### config.mk
export PLATFORM = sky130hd
export DESIGN_NAME = instr_fetch
export DESIGN_NICKNAME = d
export VERILOG_FILES = /design/src/rtl/instr_fetch_pkg.sv /design/src/rtl/fetch_fifo.sv /design/src/rtl/instr_fetch.sv
export SDC_FILE = /design/constraint.sdc
export NUM_CORES = 1
export LEC_CHECK = 0
export CORE_AREA = 2 2 156 196
export CTS_CLUSTER_SIZE = 30
export DETAILED_ROUTE_END_ITERATION = 16
export DIE_AREA = 0 0 158 198
export RECOVER_POWER = 100
export SETUP_SLACK_MARGIN = 0.15
export SYNTH_ARGS = -nofsm -noshare
export SYNTH_HDL_FRONTEND = slang
export SYNTH_SLANG_ARGS = --single-unit
### constraint.sdc
create_clock -name clk -period 5.3 [get_ports clk]
set_input_delay 0.795 -clock clk [delete_from_list [all_inputs] [get_ports clk]]
set_output_delay 0.795 -clock clk [all_outputs]
set_load 0.02 [all_outputs]
### src/rtl/instr_fetch_pkg.sv
// Shared types and encodings for the instruction fetch front end.
// IF_MISALIGN_CHECK_EN (optional) enables the misaligned-redirect fault path.
`ifndef INSTR_SIZE
`define INSTR_SIZE 32
`endif
`ifndef NOP
`define NOP 32'h0000_0013
`endif
`ifndef PC_STEP
`define PC_STEP 32'd4
`endif
`ifndef FETCH_RUN
`define FETCH_RUN 1'b0
`endif
`ifndef FETCH_FAULT
`define FETCH_FAULT 1'b1
`endif

package instr_fetch_pkg;

  typedef enum logic {
    RUN   = `FETCH_RUN,
    FAULT = `FETCH_FAULT
  } fetch_state_t;

  typedef struct packed {
    logic [31:0]              pc;
    logic [`INSTR_SIZE-1:0]   instr;
  } fetch_entry_t;

  // What decode sees when the buffer holds nothing.
  localparam fetch_entry_t EMPTY_ENTRY = '{pc: 32'h0, instr: `NOP};

endpackage

### src/rtl/fetch_fifo.sv
// Registered FIFO of {pc, instr} entries between the memory response and decode.
// Flush has priority over push/pop; head shows EMPTY_ENTRY when empty.
module fetch_fifo
  import instr_fetch_pkg::*;
#(
  parameter int DEPTH = 2
) (
  input  logic                      clk,
  input  logic                      rst,
  input  logic                      flush,
  input  logic                      push,
  input  fetch_entry_t              push_data,
  input  logic                      pop,
  output fetch_entry_t              head,
  output logic [$clog2(DEPTH):0]    count,
  output logic                      empty,
  output logic                      full
);

  localparam int PW = $clog2(DEPTH);
  localparam int CW = PW + 1;

  fetch_entry_t   mem [DEPTH];
  logic [PW-1:0]  wr_ptr;
  logic [PW-1:0]  rd_ptr;
  logic           do_pop;

  assign empty  = (count == '0);
  assign full   = (count == CW'(DEPTH));
  assign do_pop = pop && !empty;
  assign head   = empty ? EMPTY_ENTRY : mem[rd_ptr];

  always_ff @(posedge clk) begin
    if (rst || flush) begin
      wr_ptr <= '0;
      rd_ptr <= '0;
      count  <= '0;
    end else begin
      if (push) wr_ptr <= wr_ptr + PW'(1);
      if (do_pop) rd_ptr <= rd_ptr + PW'(1);
      case ({push, do_pop})
        2'b10:   count <= count + CW'(1);
        2'b01:   count <= count - CW'(1);
        default: count <= count;
      endcase
    end
  end

  always_ff @(posedge clk) begin
    if (!rst && !flush && push) mem[wr_ptr] <= push_data;
  end

  // The issue throttle upstream keeps a free slot for every response in flight.
  always @(posedge clk) begin
    if (!rst && !flush && push && !do_pop) assert (!full);
  end

endmodule

### src/rtl/instr_fetch.sv
// Instruction fetch front end: PC, in-order imem requests, response buffer, redirect flush.
// IF_MISALIGN_CHECK_EN: a misaligned redirect parks the unit in FAULT until reset.
//
//   state | meaning
//   RUN   | normal fetch
//   FAULT | misaligned redirect seen; no issue, nothing to decode
module instr_fetch
  import instr_fetch_pkg::*;
#(
  parameter logic [31:0] RESET_PC   = 32'h0000_0000,
  parameter int          FIFO_DEPTH = 2
) (
  input  logic                     clk,
  input  logic                     rst,
  output logic                     imem_req_valid,
  input  logic                     imem_req_ready,
  output logic [31:0]              imem_addr,
  input  logic                     imem_rsp_valid,
  input  logic [`INSTR_SIZE-1:0]   imem_rsp_data,
  input  logic                     redirect_valid,
  input  logic [31:0]              redirect_pc,
  output logic                     if_valid,
  input  logic                     if_ready,
  output logic [`INSTR_SIZE-1:0]   if_instr,
  output logic [31:0]              if_pc,
  output logic                     fetch_fault
);

  localparam int CW = $clog2(FIFO_DEPTH) + 1;

  fetch_state_t   state;
  logic [31:0]    pc_q;
  logic [31:0]    rsp_pc;
  logic [CW-1:0]  outstanding;
  logic [CW-1:0]  discard;
  logic [CW-1:0]  fifo_count;
  logic           fifo_empty;
  logic           fifo_full;
  fetch_entry_t   head;
  logic [31:0]    redir_pc;
  logic           redir_fault;
  logic [CW:0]    in_flight;
  logic           req_fire;
  logic           rsp_keep;
  logic           pop;

`ifdef IF_MISALIGN_CHECK_EN
  assign redir_pc    = redirect_pc;
  assign redir_fault = (redirect_pc[1:0] != 2'b00);
  assign fetch_fault = !rst && (state == FAULT);
`else
  assign redir_pc    = redirect_pc & ~32'h3;
  assign redir_fault = 1'b0;
  assign fetch_fault = 1'b0;
`endif

  // Requests in flight plus buffered words never exceed the buffer size.
  assign in_flight      = {1'b0, outstanding} + {1'b0, fifo_count};
  assign imem_req_valid = !rst && (state == RUN) && !redirect_valid && !fifo_full
                          && (in_flight < (CW+1)'(FIFO_DEPTH));
  assign imem_addr      = pc_q;
  assign req_fire       = imem_req_valid && imem_req_ready;
  assign rsp_keep       = !rst && imem_rsp_valid && (discard == '0);

  assign if_valid = !rst && (state == RUN) && !fifo_empty && !redirect_valid;
  assign pop      = if_valid && if_ready;
  assign if_instr = rst ? `NOP : head.instr;
  assign if_pc    = rst ? 32'h0 : head.pc;

  fetch_fifo #(.DEPTH(FIFO_DEPTH)) u_fifo (
    .clk       (clk),
    .rst       (rst),
    .flush     (redirect_valid),
    .push      (rsp_keep),
    .push_data ('{pc: rsp_pc, instr: imem_rsp_data}),
    .pop       (pop),
    .head      (head),
    .count     (fifo_count),
    .empty     (fifo_empty),
    .full      (fifo_full)
  );

  always_ff @(posedge clk) begin
    if (rst) begin
      state       <= RUN;
      pc_q        <= RESET_PC;
      rsp_pc      <= RESET_PC;
      outstanding <= '0;
      discard     <= '0;
    end else begin
      outstanding <= outstanding + CW'(req_fire) - CW'(imem_rsp_valid);
      if (redirect_valid) begin
        pc_q    <= redir_pc;
        rsp_pc  <= redir_pc;
        // Everything still in flight once this cycle's response retires is stale.
        discard <= outstanding - CW'(imem_rsp_valid);
        if (redir_fault) state <= FAULT;
      end else begin
        if (req_fire) pc_q <= pc_q + `PC_STEP;
        if (imem_rsp_valid) begin
          if (discard != '0) discard <= discard - CW'(1);
          else               rsp_pc  <= rsp_pc + `PC_STEP;
        end
      end
    end
  end

endmodule
* Yosys cells after proc, flatten, opt, wreduce, memory -nomap -nowiden
Memory sizes are Yosys's and may differ from the RTL's. A register that Yosys moved wholly into a read port is not among the register bits.
Index checks and enable logic that the tools add are counted.
** Cells by class
- $add $sub $neg :: 11
- Magnitude comparators :: 1
- Eq/ne operators :: 4
- Multiplexer cells :: 16
- Bitwise gates (word level) :: 1
- Reduce and logical (&&, ||, !) cells :: 27
** Operator list (number)
- 32-bit two-way mux :: 7
- 32-bit by 3-bit adder with 32-bit output, second input constant :: 2
- 64-bit two-way mux :: 1
- 1-bit logical AND :: 11
- 2-bit nonzero test :: 5
- 2-bit two-way mux :: 3
- 2-bit AND reduction :: 3
- 2-bit == test, second input constant :: 2
- 1-bit logical NOT :: 4
- 2-bit logical NOT :: 2
- 1-bit two-way mux :: 4
- 2-bit case mux with 2 select lines :: 1
- 2-bit by 1-bit subtractor with 2-bit output :: 2
- 2-bit by 1-bit subtractor with 2-bit output, second input constant :: 2
- 2-bit by 2-bit adder with 3-bit output :: 1
- 3-bit by 2-bit less-than comparator with 1-bit output, second input constant :: 1
- 1-bit adder, second input constant :: 2
- 2-bit by 1-bit adder with 2-bit output :: 1
- 2-bit by 1-bit adder with 2-bit output, second input constant :: 1
- 2-bit by 1-bit == test with 1-bit output, second input constant :: 1
- 2-bit inequality test, second input constant :: 1
- 2-bit OR reduction :: 1
- 1-bit logical OR :: 1
- 1-bit inverter :: 1
** Storage, ports and cells
- Register bits :: 72
- Memory bits (writable) :: 128
- Bits of input ports :: 70
- Logic and storage cells :: 70
- Memories kept :: 1
** Memory list
- u_fifo.mem :: depth 2, bits a word 64, rd ports 1, clocked after memory_dff 1, wr ports 1, line fetch_fifo.sv:23 : fetch_entry_t mem [DEPTH];

* Logic depth before layout (Yosys ltp)
Gate-level depths: netlist of run 1.
- Depth in word-level cells :: 8
- Depth in mapped cells :: 9

* Cells and area by module
From an unflattened synthesis of run 1, not the netlist that was laid out.
** Second synthesis, totals
- Cell total of the unflattened synthesis :: 832
- Area total of the unflattened synthesis :: 9276.4 µm²
** Modules (own cells, without submodules)
- fetch_fifo :: instances 1, cells an instance 295, area an instance 5052.3 µm²
- instr_fetch :: instances 1, cells an instance 537, area an instance 4224.1 µm²

* Least setup slack after synthesis of run 1
Ideal clock, no wire load.
- Path kind :: in2reg
- From :: in rst
- To :: mem u_fifo.mem[0][0] (netlist bit), enable pin
- Data arrival time :: 3.835 ns
- Path slack :: 0.983 ns
- Stages on the path :: 4
- Buffers on the path :: 1
- Path through :: clkbuf_8 > nor2_1 > nand2_1 > nor2_1
** On the way
- Word-level cells in the longest chain between the ends :: 6
- Elaborated cells between the ends (all ways) :: 7
- Those cells by class :: mux: 2; reduce/logical: 5
** RTL lines
- start, declared :: line instr_fetch.sv:14 : input logic rst,
- 1-bit logical NOT (*) :: line fetch_fifo.sv:50, instr_fetch.sv:63
- 1-bit logical AND (2 in a row) :: line instr_fetch.sv:63 : assign rsp_keep = !rst && imem_rsp_valid && (discard == '0);
- 1-bit logical AND (*) :: line fetch_fifo.sv:50 : if (!rst && !flush && push) mem[wr_ptr] <= push_data;
- 1-bit two-way mux (*) :: line fetch_fifo.sv:50
- 1-bit two-way mux (implied by the code) (*) :: line fetch_fifo.sv:50
- end, declared :: line fetch_fifo.sv:23
Mark *: on every way between the ends. The rest lies on a longest branch, timed or not.

* Worst setup path after layout of run 1
- From :: reg u_fifo.count[1]
- To :: out if_pc[21]
** On the way
- Word-level cells in the longest chain between the ends :: 3
** RTL lines
- start, declared :: line fetch_fifo.sv:15 : output logic [$clog2(DEPTH):0] count,
- start signal, assigned :: line fetch_fifo.sv:42 : 2'b10: count <= count + CW'(1);
- start signal, assigned :: line fetch_fifo.sv:43 : 2'b01: count <= count - CW'(1);
- start signal, assigned :: line fetch_fifo.sv:44 : default: count <= count;
- 2-bit logical NOT :: line fetch_fifo.sv:28 : assign empty = (count == '0);
- 64-bit two-way mux :: line fetch_fifo.sv:31 : assign head = empty ? EMPTY_ENTRY : mem[rd_ptr];
- 32-bit two-way mux :: line instr_fetch.sv:68 : assign if_pc = rst ? 32'h0 : head.pc;
- end, declared :: line instr_fetch.sv:25 : output logic [31:0] if_pc,
No other way between the ends.

==> flow_summary.yaml, run 1 <==
die:
  die-area_um2: 31300
  die_x_um: 158
  io_pins: 169
  core_area_um2: 29700
  rows: 71
  start_util_pct: 29.3
  dieHeight_um: 198
timing:
  final.period_utilization_pct: 77.7
  finalMaxSlewViolations: 170
  whs_ns: 0.495
  hold_violations: 0
  rsz0062_at_grt: "false"
  setup_viol: 0
  setup_slack_ns: 1.18
  fmax_ghz: 0.243
  worst_slew_pin_slew_ns: 2.03
  max-slew-margin-rel_pct: -35.4
  setup_tns_ns: 0
  final.min_clock_period_ns: 4.12
  fin_skew_ns: 0.0151
outcome:
  violations: "max-capacitance violations, max-slew violations"
  status: "finished, violations left"
critical_path:
  arrival_ns: 3.32
  reg2reg_depth: 5
  reg2reg_to: "u_fifo.mem[1][47]$_DFFE_PP_"
  critPathMaxFanout: 34
  endpoint: "if_pc[21]"
  worstPathRequired_ns: 4.51
  end_kind: "primary output"
  path_class: "reg2out"
  cp-start-kind: "register"
  r2r_slack_ns: 2.16
  critPathLaunch: "u_fifo.count[1]$_SDFFE_PP0P_"
  timing.rr.start: "discard[0]$_SDFFE_PP0P_"
clocking:
  cts_resized: 0
  h-tree-depth: 4
  clk_pin_slew_ns: 0.08
  numClockSinks: 193
  hold_buffers: 0
  clock_path_buffers: 2
  cts_tree: "built"
  clkLatencyLatePin_ns: 0.44
  cts_buffers: 17
  clk_root_buffer_cell: "clkbuf_16"
  cts_setup_buffers: 0
synth:
  ys_dominant_reg_cell: "edfxtp_1"
  synth_edf_count: 124
  synth_seq_area_share_pct: 58.7
  async_flop_share_pct: 0
  yosys_register_bits: 193
  synth_cell_type_count: 59
  ys_warn_count: 0
  syn_inst: 729
  syn_area_um2: 8700
  syn_area_per_cell_um2: 11.9
routing:
  initialDrtViolationCount: 226
  ant_nets: 0
  drt_first_pass_iters: 5
  wl_mm: 21.1
  via_per_inst: 4.59
  drc: 0
  wl_per_cell_um: 16.3
  vias: 5949
hold_path:
  hold_start: "rsp_pc[5]$_SDFFE_PP0P_"
  hp-class: "reg2reg"
placed_design:
  hpwl_mm: 15.0
  place.gp.congestion: 0.804
  io_buffers: 161
  post-place-ws_ns: 1.62
final_layout:
  final_layout_size_suffix_gt1_share_pct: 7.49
  fin_util_pct: 38.0
  areaGrowthSynthToFinish_pct: 29.6
  antenna_cells: 0
  final_nets: 959
grt:
  grt_max_degree: 63
  track_usage_pct: 13.5
  grt_pass1_wl_mm: 32.1
  grt_pass1_vias: 5912
  grt-ovfl-total: 0
  antenna_found_initial: 0
power_and_ir_drop:
  p_per_area_nw_per_um2: 295
  p_leak_nw: 3.90
  vdd_ir_drop_max_mv: 0.183
  total_power_mw: 3.33
flow_run:
  maxCapViolCount: 5
==> layout by cell type (no fill, tap or decap), types with 4 or more instances in the layout <==
cell / count
a21oi_1: 34
o21ai_0: 4
nor2_1: 80
nand4_1: 16
nand2_1: 26
clkbuf_16: 18
a211oi_1: 5
or3_1: 4
xor2_1: 15
dfxtp_1: 68
xnor2_1: 44
nor2b_1: 4
ha_1: 7
o21bai_1: 4
nand3_1: 16
nor4_2: 11
o22ai_1: 4
and2_1: 8
edfxtp_1: 124
dlygate4sd3_1: 124
mux2i_1: 62
inv_1: 36
conb_1: 5
a21boi_0: 41
and3_1: 11
clkdlybuf4s50_1: 37
clkbuf_1: 5
nor4_1: 5
nor4_4: 4
nor3_1: 14
==> sequential cells by signal (all words and copies together), names as in the netlist, named ones only <==
| register | count |
|---|---|
| outstanding | 2 |
| imem_addr | 30 |
| u_fifo.rd_ptr | 1 |
| rsp_pc | 30 |
| u_fifo.count | 2 |
| u_fifo.mem | 124 |
| discard | 2 |
| u_fifo.wr_ptr | 1 |
==> final cells by class <==
class | instances | area, µm²
fill | 2943 | 18400
sequential | 193 | 5110
multi-input combinational | 462 | 3250
timing repair buffer | 170 | 1660
tap | 401 | 502
clock buffer | 20 | 478
inverter | 37 | 139
clock inverter | 12 | 135
==> per-stage QoR <==
step | instance area [µm²] | instances
detailed placement | 10700 | 1263
floorplan | 8710 | 733
global route | 11300 | 1295
finish | 11300 | 1295
CTS | 11300 | 1295
global placement | 10700 | 1263
==> layer usage <==
layer	GRT usage, %	part of all wire, %	vias up
met5	0	0	-
met4	5.07	2.1	0
met3	2.89	5.0	25
met2	21.9	47	177
met1	17.6	46	2839
li1	-	-	2908
==> cells in the mapped netlist, drive strengths merged (18+ instances only) <==
cell type / count / area, µm²
nand2: 28 / 110
xnor2: 44 / 385
inv: 36 / 135
buf: 20 / 109
mux2i: 62 / 621
a21boi: 42 / 315
nor2: 82 / 310
dfxtp: 69 / 1380
clkbuf: 21 / 113
nand3: 18 / 100
nor4: 20 / 254
a21oi: 34 / 170
nand4: 18 / 140
edfxtp: 124 / 3720
==> logic make-up after synthesis <==
| group | share of synthesized area, % |
|---|---|
| and+or+nand+nor | 14.6 |
| DFF | 58.7 |
| AOI/OAI and AO/OA | 8.24 |
| adders and majority gates | 1.24 |
| muxes | 7.13 |
| buffers and inverters | 4.14 |
| xor gates and xnor gates | 5.94 |
| other | 0.0431 |
==> power by group <==
group	internal, mW	leakage, nW	total (mW)	switching (mW)
Combinational	0.142	1.89	0.310	0.168
Sequential	1.66	1.70	1.72	0.0588
Clock	0.683	0.301	1.30	0.617
==> worst min-delay path by stage <==
stage,cells past startpoint,slack (ns),endpoint
after floorplan,0,0.45,u_fifo.mem[0][63]$_DFFE_PP_
after global placement,0,0.48,u_fifo.mem[0][63]$_DFFE_PP_
after detailed placement,0,0.48,u_fifo.mem[0][63]$_DFFE_PP_
after CTS,0,0.49,u_fifo.mem[0][37]$_DFFE_PP_
after global routing,0,0.51,u_fifo.mem[0][37]$_DFFE_PP_
final,0,0.50,u_fifo.mem[0][37]$_DFFE_PP_
==> worst max-delay path, stage by stage, from the launching register on <==
cell,delay [ns]
dfxtp_1,0.38
o21bai_2,1.15
buf_4,0.53
nor2_1,0.10
dlygate4sd3_1,0.67
No activity file was read; power rests on OpenSTA's default activity.
==> run 2, diff against run 1 <==
==> constraint.sdc (replaced) <==
create_clock -name clk -period 3.4 [get_ports clk]
set_input_delay 0.51 -clock clk [delete_from_list [all_inputs] [get_ports clk]]
set_output_delay 0.51 -clock clk [all_outputs]
set_load 0.02 [all_outputs]
==> run 2 against run 1 <==
Effect of this change:
- the run still ends with max-capacitance violations, max-slew violations left
- first-iteration DRC count increased by 11%
- core utilization grew 0.11 points
- wire length decreased by 0.49%
- largest cell class unchanged
- highest routed layer unchanged
==> flow_summary.yaml, run 2 (same netlist as run 1, synthesis figures left out) <==
critical_path:
  arrival_ns: 2.67
  reg2reg_depth: 5
  path_class: "reg2out"
  crit_chain: "and2_0 > fa_1 > nor2_4 > and3_1 > dlygate4sd3_1"
  end_kind: "primary output"
  cp_slowest_cell: "dlygate4sd3_1"
  r2r_slack_ns: 0.58
  worstPathRequired_ns: 2.89
  crit_family: "buffers and inverters"
  critPathMaxFanout: 6
  crit_buf_inv: 1
  timing.rr.start: "discard[0]$_SDFFE_PP0P_"
  cp-start-kind: "register"
  slowest_delay_ns: 0.68
  reg2reg_to: "u_fifo.mem[1][7]$_DFFE_PP_"
final_layout:
  multi_input_area_um2: 3270
  seqCellArea_um2: 5110
  regMostFlops: "u_fifo.mem"
  antenna_cells: 0
  mostFrequentLayoutCell: "dlygate4sd3_1"
  final_nets: 961
  final_cell_mix: "dlygate4sd3_1 (126), edfxtp_1 (124), nor2_1 (80)"
  areaGrowthSynthToFinish_pct: 30.0
  final_layout_size_suffix_gt1_share_pct: 8.26
  largest_reg_flops: 124
  final_cell_area_um2: 11300
  fill_cells: 2916
clocking:
  clock_path_buffers: 2
  clkLatencyLatePin_ns: 0.45
  clk_root_buffer_cell: "clkbuf_16"
  cts_setup_buffers: 0
  h-tree-depth: 4
  numClockSinks: 193
  cts_resized: 0
  hold_buffers: 0
  cts_tree: "built"
  cts_buffers: 17
  clk_pin_slew_ns: 0.08
routing:
  initialDrtViolationCount: 251
  ant_nets: 0
  wl_per_cell_um: 16.2
  drt_first_pass_iters: 6
  via_per_inst: 4.59
  vias: 5959
  wl_mm: 21.0
  drc: 0
power_and_ir_drop:
  vdd_ir_drop_max_mv: 0.286
  p_int_mw: 3.80
  total_power_mw: 5.14
  switching_share_pct: 26.1
  p_sw_mw: 1.34
  p_per_area_nw_per_um2: 455
  p_clk_share_pct: 38.5
  pwr-share-comb_pct: 9.4
  p_leak_nw: 3.93
  pwr-share-seq_pct: 52.1
timing:
  setup_tns_ns: 0
  final.min_clock_period_ns: 3.18
  fin_skew_ns: 0.0235
  max-slew-margin-rel_pct: -16.3
  hold_violations: 0
  fmax_ghz: 0.314
  worst_slew_pin_slew_ns: 1.74
  finalMaxSlewViolations: 126
  rsz0062_at_grt: "true"
  final.period_utilization_pct: 93.6
  setup_viol: 0
outcome:
  status: "finished, violations left"
  violations: "max-capacitance violations, max-slew violations"
die:
  rows: 71
  core_area_um2: 29700
  start_util_pct: 29.3
  io_pins: 169
  die-area_um2: 31300
  dieHeight_um: 198
  die_x_um: 158
hold_path:
  hp-class: "reg2reg"
  holdPathEnd: "u_fifo.mem[0][50]$_DFFE_PP_"
  hold_depth: 0
  hold_start: "rsp_pc[18]$_SDFFE_PP0P_"
placed_design:
  hpwl_mm: 14.6
  place.gp.congestion: 0.833
  io_buffers: 161
  post_dp_cell_area_um2: 10800
grt:
  grt_pass1_wl_mm: 32.3
  antenna_found_initial: 0
  grt-ovfl-total: 0
  grt_max_degree: 65
  track_usage_pct: 13.6
  grt_pass1_vias: 5691
flow_run:
  maxCapViolCount: 2
## run 2: cell types whose count changed in the layout (fill, tap and decap cells not counted), moves of 2 or more
cell	before	now
clkbuf_8	2	0
buf_12	0	2
clkbuf_1	5	1
dlygate4sd3_1	124	126
inv_6	3	7
clkbuf_2	1	5
clkdlybuf4s50_1	37	35
## run 2: worst max-delay path by stage
stage	startpoint	end	slack [ns]	depth (start not counted)
after floorplan	discard[0]$_SDFFE_PP0P_	u_fifo.mem[0][0]$_DFFE_PP_	0.37	6
after global placement	rst	if_instr[0]	0.44	5
after detailed placement	rst	if_instr[0]	0.44	5
after CTS	u_fifo.count[0]$_SDFFE_PP0P_	imem_req_valid	0.16	5
after global routing	u_fifo.count[0]$_SDFFE_PP0P_	imem_req_valid	0.08	5
final	u_fifo.count[0]$_SDFFE_PP0P_	imem_req_valid	0.22	5
## run 2: area by class of cell
| cell class | count | share of cell area (%) |
|---|---|---|
| repair buffers | 172 | 15.1 |
| flip-flops and latches | 193 | 45.2 |
| clock buffers | 17 | 3.76 |
| well taps | 401 | 4.44 |
| multi-input cells | 462 | 28.9 |
| clock inverters | 15 | 1.43 |
| inverters | 37 | 1.23 |
## run 2: metrics by stage
step	instances	util, %	setup WS, ns	hold slack (ns)
5_1_grt	1297	38.1	0.0769	0.518
3_3_place_gp	1265	36.3	0.437	0.478
4_1_cts	1297	38.3	0.165	0.504
6_report	1297	38.1	0.218	0.498
3_5_place_dp	1265	36.3	0.441	0.490
2_1_floorplan	733	-	0.372	0.445
## run 2: per-layer routing
layer | up-vias | global-route usage (%) | wire length (µm)
li1 | 2914 | - | -
met1 | 2809 | 18.0 | 9520
met2 | 206 | 21.6 | 9800
met3 | 30 | 3.28 | 1210
met4 | 0 | 5.14 | 499
met5 | - | 0 | 0
## run 2: worst register-to-register path, stage by stage, from the launching register on
cell and delay (ns):
dfxtp_1 0.32, inv_1 0.05, ha_1 0.19, and2_1 0.34
and3_2 0.24, clkbuf_2 1.25
## run 2: power groups by stage
| stage | Clock (mW) | Combinational, mW | Sequential [mW] |
|---|---|---|---|
| finish | 1.98 | 0.484 | 2.68 |
| global route | 2.13 | 0.534 | 2.70 |
| CTS | 2.04 | 0.519 | 2.68 |
| detailed placement | 0 | 0.515 | 2.73 |
| global placement | 0 | 0.509 | 2.73 |
| floorplan | 0 | 0.261 | 2.74 |
==> run 3, diff against run 2 <==
--- a/config.mk
+++ b/config.mk
@@ -5,10 +5,11 @@
 export SDC_FILE = /design/constraint.sdc
 export NUM_CORES = 1
 export LEC_CHECK = 0
-export CORE_AREA = 2 2 156 196
+export CORE_AREA = 2 2 119 150
 export CTS_CLUSTER_SIZE = 30
 export DETAILED_ROUTE_END_ITERATION = 16
-export DIE_AREA = 0 0 158 198
+export DIE_AREA = 0 0 121 152
+export PLACE_DENSITY = 0.79
 export RECOVER_POWER = 100
 export SETUP_SLACK_MARGIN = 0.15
 export SYNTH_ARGS = -nofsm -noshare
==> constraint.sdc (replaced) <==
create_clock -name clk -period 3.2 [get_ports clk]
set_input_delay 0.48 -clock clk [delete_from_list [all_inputs] [get_ports clk]]
set_output_delay 0.48 -clock clk [all_outputs]
set_load 0.02 [all_outputs]
==> run 3 against run 2 <==
Effect of this change:
- the run now ends clean
- clock power rose by 3%
- setup slack got worse by 0.016 ns
- power rose by 5.0%
==> flow_summary.yaml, run 3 (same netlist as run 1, synthesis figures left out) <==
outcome:
  status: "complete, no violations"
timing:
  setup_viol: 0
  setup_tns_ns: 0
  worst_slew_pin_slew_ns: 1.24
  hold_violations: 0
  fmax_ghz: 0.333
  final.min_clock_period_ns: 3.00
  rsz0062_at_grt: "false"
  final.period_utilization_pct: 93.7
  fin_skew_ns: 0.0140
  max-slew-margin-rel_pct: 17.6
  finalMaxSlewViolations: 0
critical_path:
  cp-start-kind: "register"
  critPathMaxFanout: 6
  worstPathRequired_ns: 2.72
  path_class: "reg2out"
  arrival_ns: 2.52
  r2r_slack_ns: 0.49
  end_kind: "primary output"
grt:
  grt-busiest-layer: "met2"
  grt_pass1_wl_mm: 30.3
  grt_use_met3_pct: 3.68
  antenna_found_initial: 0
  track_usage_pct: 20.8
  grt-ovfl-total: 0
  grt_max_degree: 45
  use_met2_pct: 35.3
  met1_usage_pct: 26.9
  grt_pass1_vias: 5860
final_layout:
  areaGrowthSynthToFinish_pct: 26.3
  mostFrequentLayoutCell: "edfxtp_1"
  regMostFlops: "u_fifo.mem"
  final_cell_mix: "edfxtp_1 (124), dlygate4sd3_1 (106), nor2_1 (81)"
  fill_cells: 1352
  final_nets: 964
  largest_reg_flops: 124
  final_layout_size_suffix_gt1_share_pct: 6.90
  antenna_cells: 0
routing:
  ant_nets: 0
  vias: 5998
  via_per_inst: 5.34
  wl_mm: 18.6
  initialDrtViolationCount: 424
  drc: 0
  drt_first_pass_iters: 4
  wl_per_cell_um: 16.6
die:
  dieHeight_um: 152
  core_area_um2: 17100
  rows: 54
  die_x_um: 121
  die-area_um2: 18400
  start_util_pct: 50.9
  io_pins: 169
power_and_ir_drop:
  p_leak_nw: 3.80
  vdd_ir_drop_max_mv: 0.321
  p_clk_share_pct: 37.8
  switching_share_pct: 23.9
  p_sw_mw: 1.29
  pwr-share-comb_pct: 9.5
  p_int_mw: 4.11
  p_per_area_nw_per_um2: 492
  total_power_mw: 5.40
  pwr-share-seq_pct: 52.7
clocking:
  cts_tree: "built"
  clk_root_buffer_cell: "clkbuf_16"
  hold_buffers: 0
  clkLatencyLatePin_ns: 0.42
  cts_buffers: 17
  clk_pin_slew_ns: 0.07
  numClockSinks: 193
  clock_path_buffers: 2
  h-tree-depth: 4
  cts_setup_buffers: 0
placed_design:
  place.gp.congestion: 0.846
  io_buffers: 161
  hpwl_mm: 13.1
hold_path:
  hp-class: "reg2reg"
flow_run:
  maxCapViolCount: 0
## run 3: cell count changes in the layout (fill, tap and decap cells not counted), sizes merged
cell,before,now
clkdlybuf4s50,35,55
dlygate4sd3,126,106
clkbuf,23,27
inv,46,43
buf,5,7
clkinv,6,4
bufinv,0,1
clkinvlp,0,1
## run 3: metrics by stage
step                      area, µm²  instances  hold slack [ns]  utilization, %  worst slack (ns)
final                         11000       1123            0.473            64.3             0.201
after global placement        10600       1091            0.455            61.8             0.335
after CTS                     11100       1123            0.476            65.2             0.190
after global routing          11000       1123            0.487            64.3            0.0766
after floorplan                8720        733            0.445               -             0.172
after detailed placement      10600       1091            0.459            61.8             0.278
## run 3: area by class of cell
class | instances | area [µm²] | area share (%)
flip-flops and latches | 193 | 5110 | 46.5
multi-input cells | 462 | 3140 | 28.6
repair buffers | 175 | 1730 | 15.8
clock buffers | 20 | 467 | 4.25
well taps | 224 | 280 | 2.55
inverters | 37 | 139 | 1.26
clock inverters | 12 | 110 | 1.00
## run 3: worst paths after layout
check | start | endpoint | cells after the start
worst max register to register | u_fifo.count[0]$_SDFFE_PP0P_ | imem_addr[25]$_SDFFE_PP0P_ | 7
worst max-delay path | u_fifo.count[0]$_SDFFE_PP0P_ | imem_req_valid | 5
worst min register to register | rsp_pc[31]$_SDFFE_PP0P_ | u_fifo.mem[1][63]$_DFFE_PP_ | 0
worst min-delay path | rsp_pc[31]$_SDFFE_PP0P_ | u_fifo.mem[1][63]$_DFFE_PP_ | 0
## run 3: critical path, stage by stage (launching register included)
cell and delay (ns):
dfxtp_2 0.41, and2_0 0.18, fa_1 0.47, nor2_4 0.18
and3_1 0.19, dlygate4sd3_1 0.68
## run 3: what timing repair did
item / in CTS / in global routing
pin swaps: 0 / 1
endpoints found under the hold margin: 0 / 0
gates resized for setup: 2 / 0
setup endpoints to repair: 1 / 19
## run 3: power by group through the flow
stage / Combinational (mW) / Clock (mW) / Sequential (mW)
after floorplan: 0.277 / 0 / 2.91
after global placement: 0.526 / 0 / 2.90
after detailed placement: 0.535 / 0 / 2.90
after CTS: 0.543 / 2.09 / 2.85
after global routing: 0.556 / 2.19 / 2.86
final: 0.510 / 2.04 / 2.85
## run 3: metal layers
layer,share of wire (%),vias to the layer above
li1,-,2923
met1,42,2850
met2,51,201
met3,4.9,24
met4,2.0,0
met5,0,-
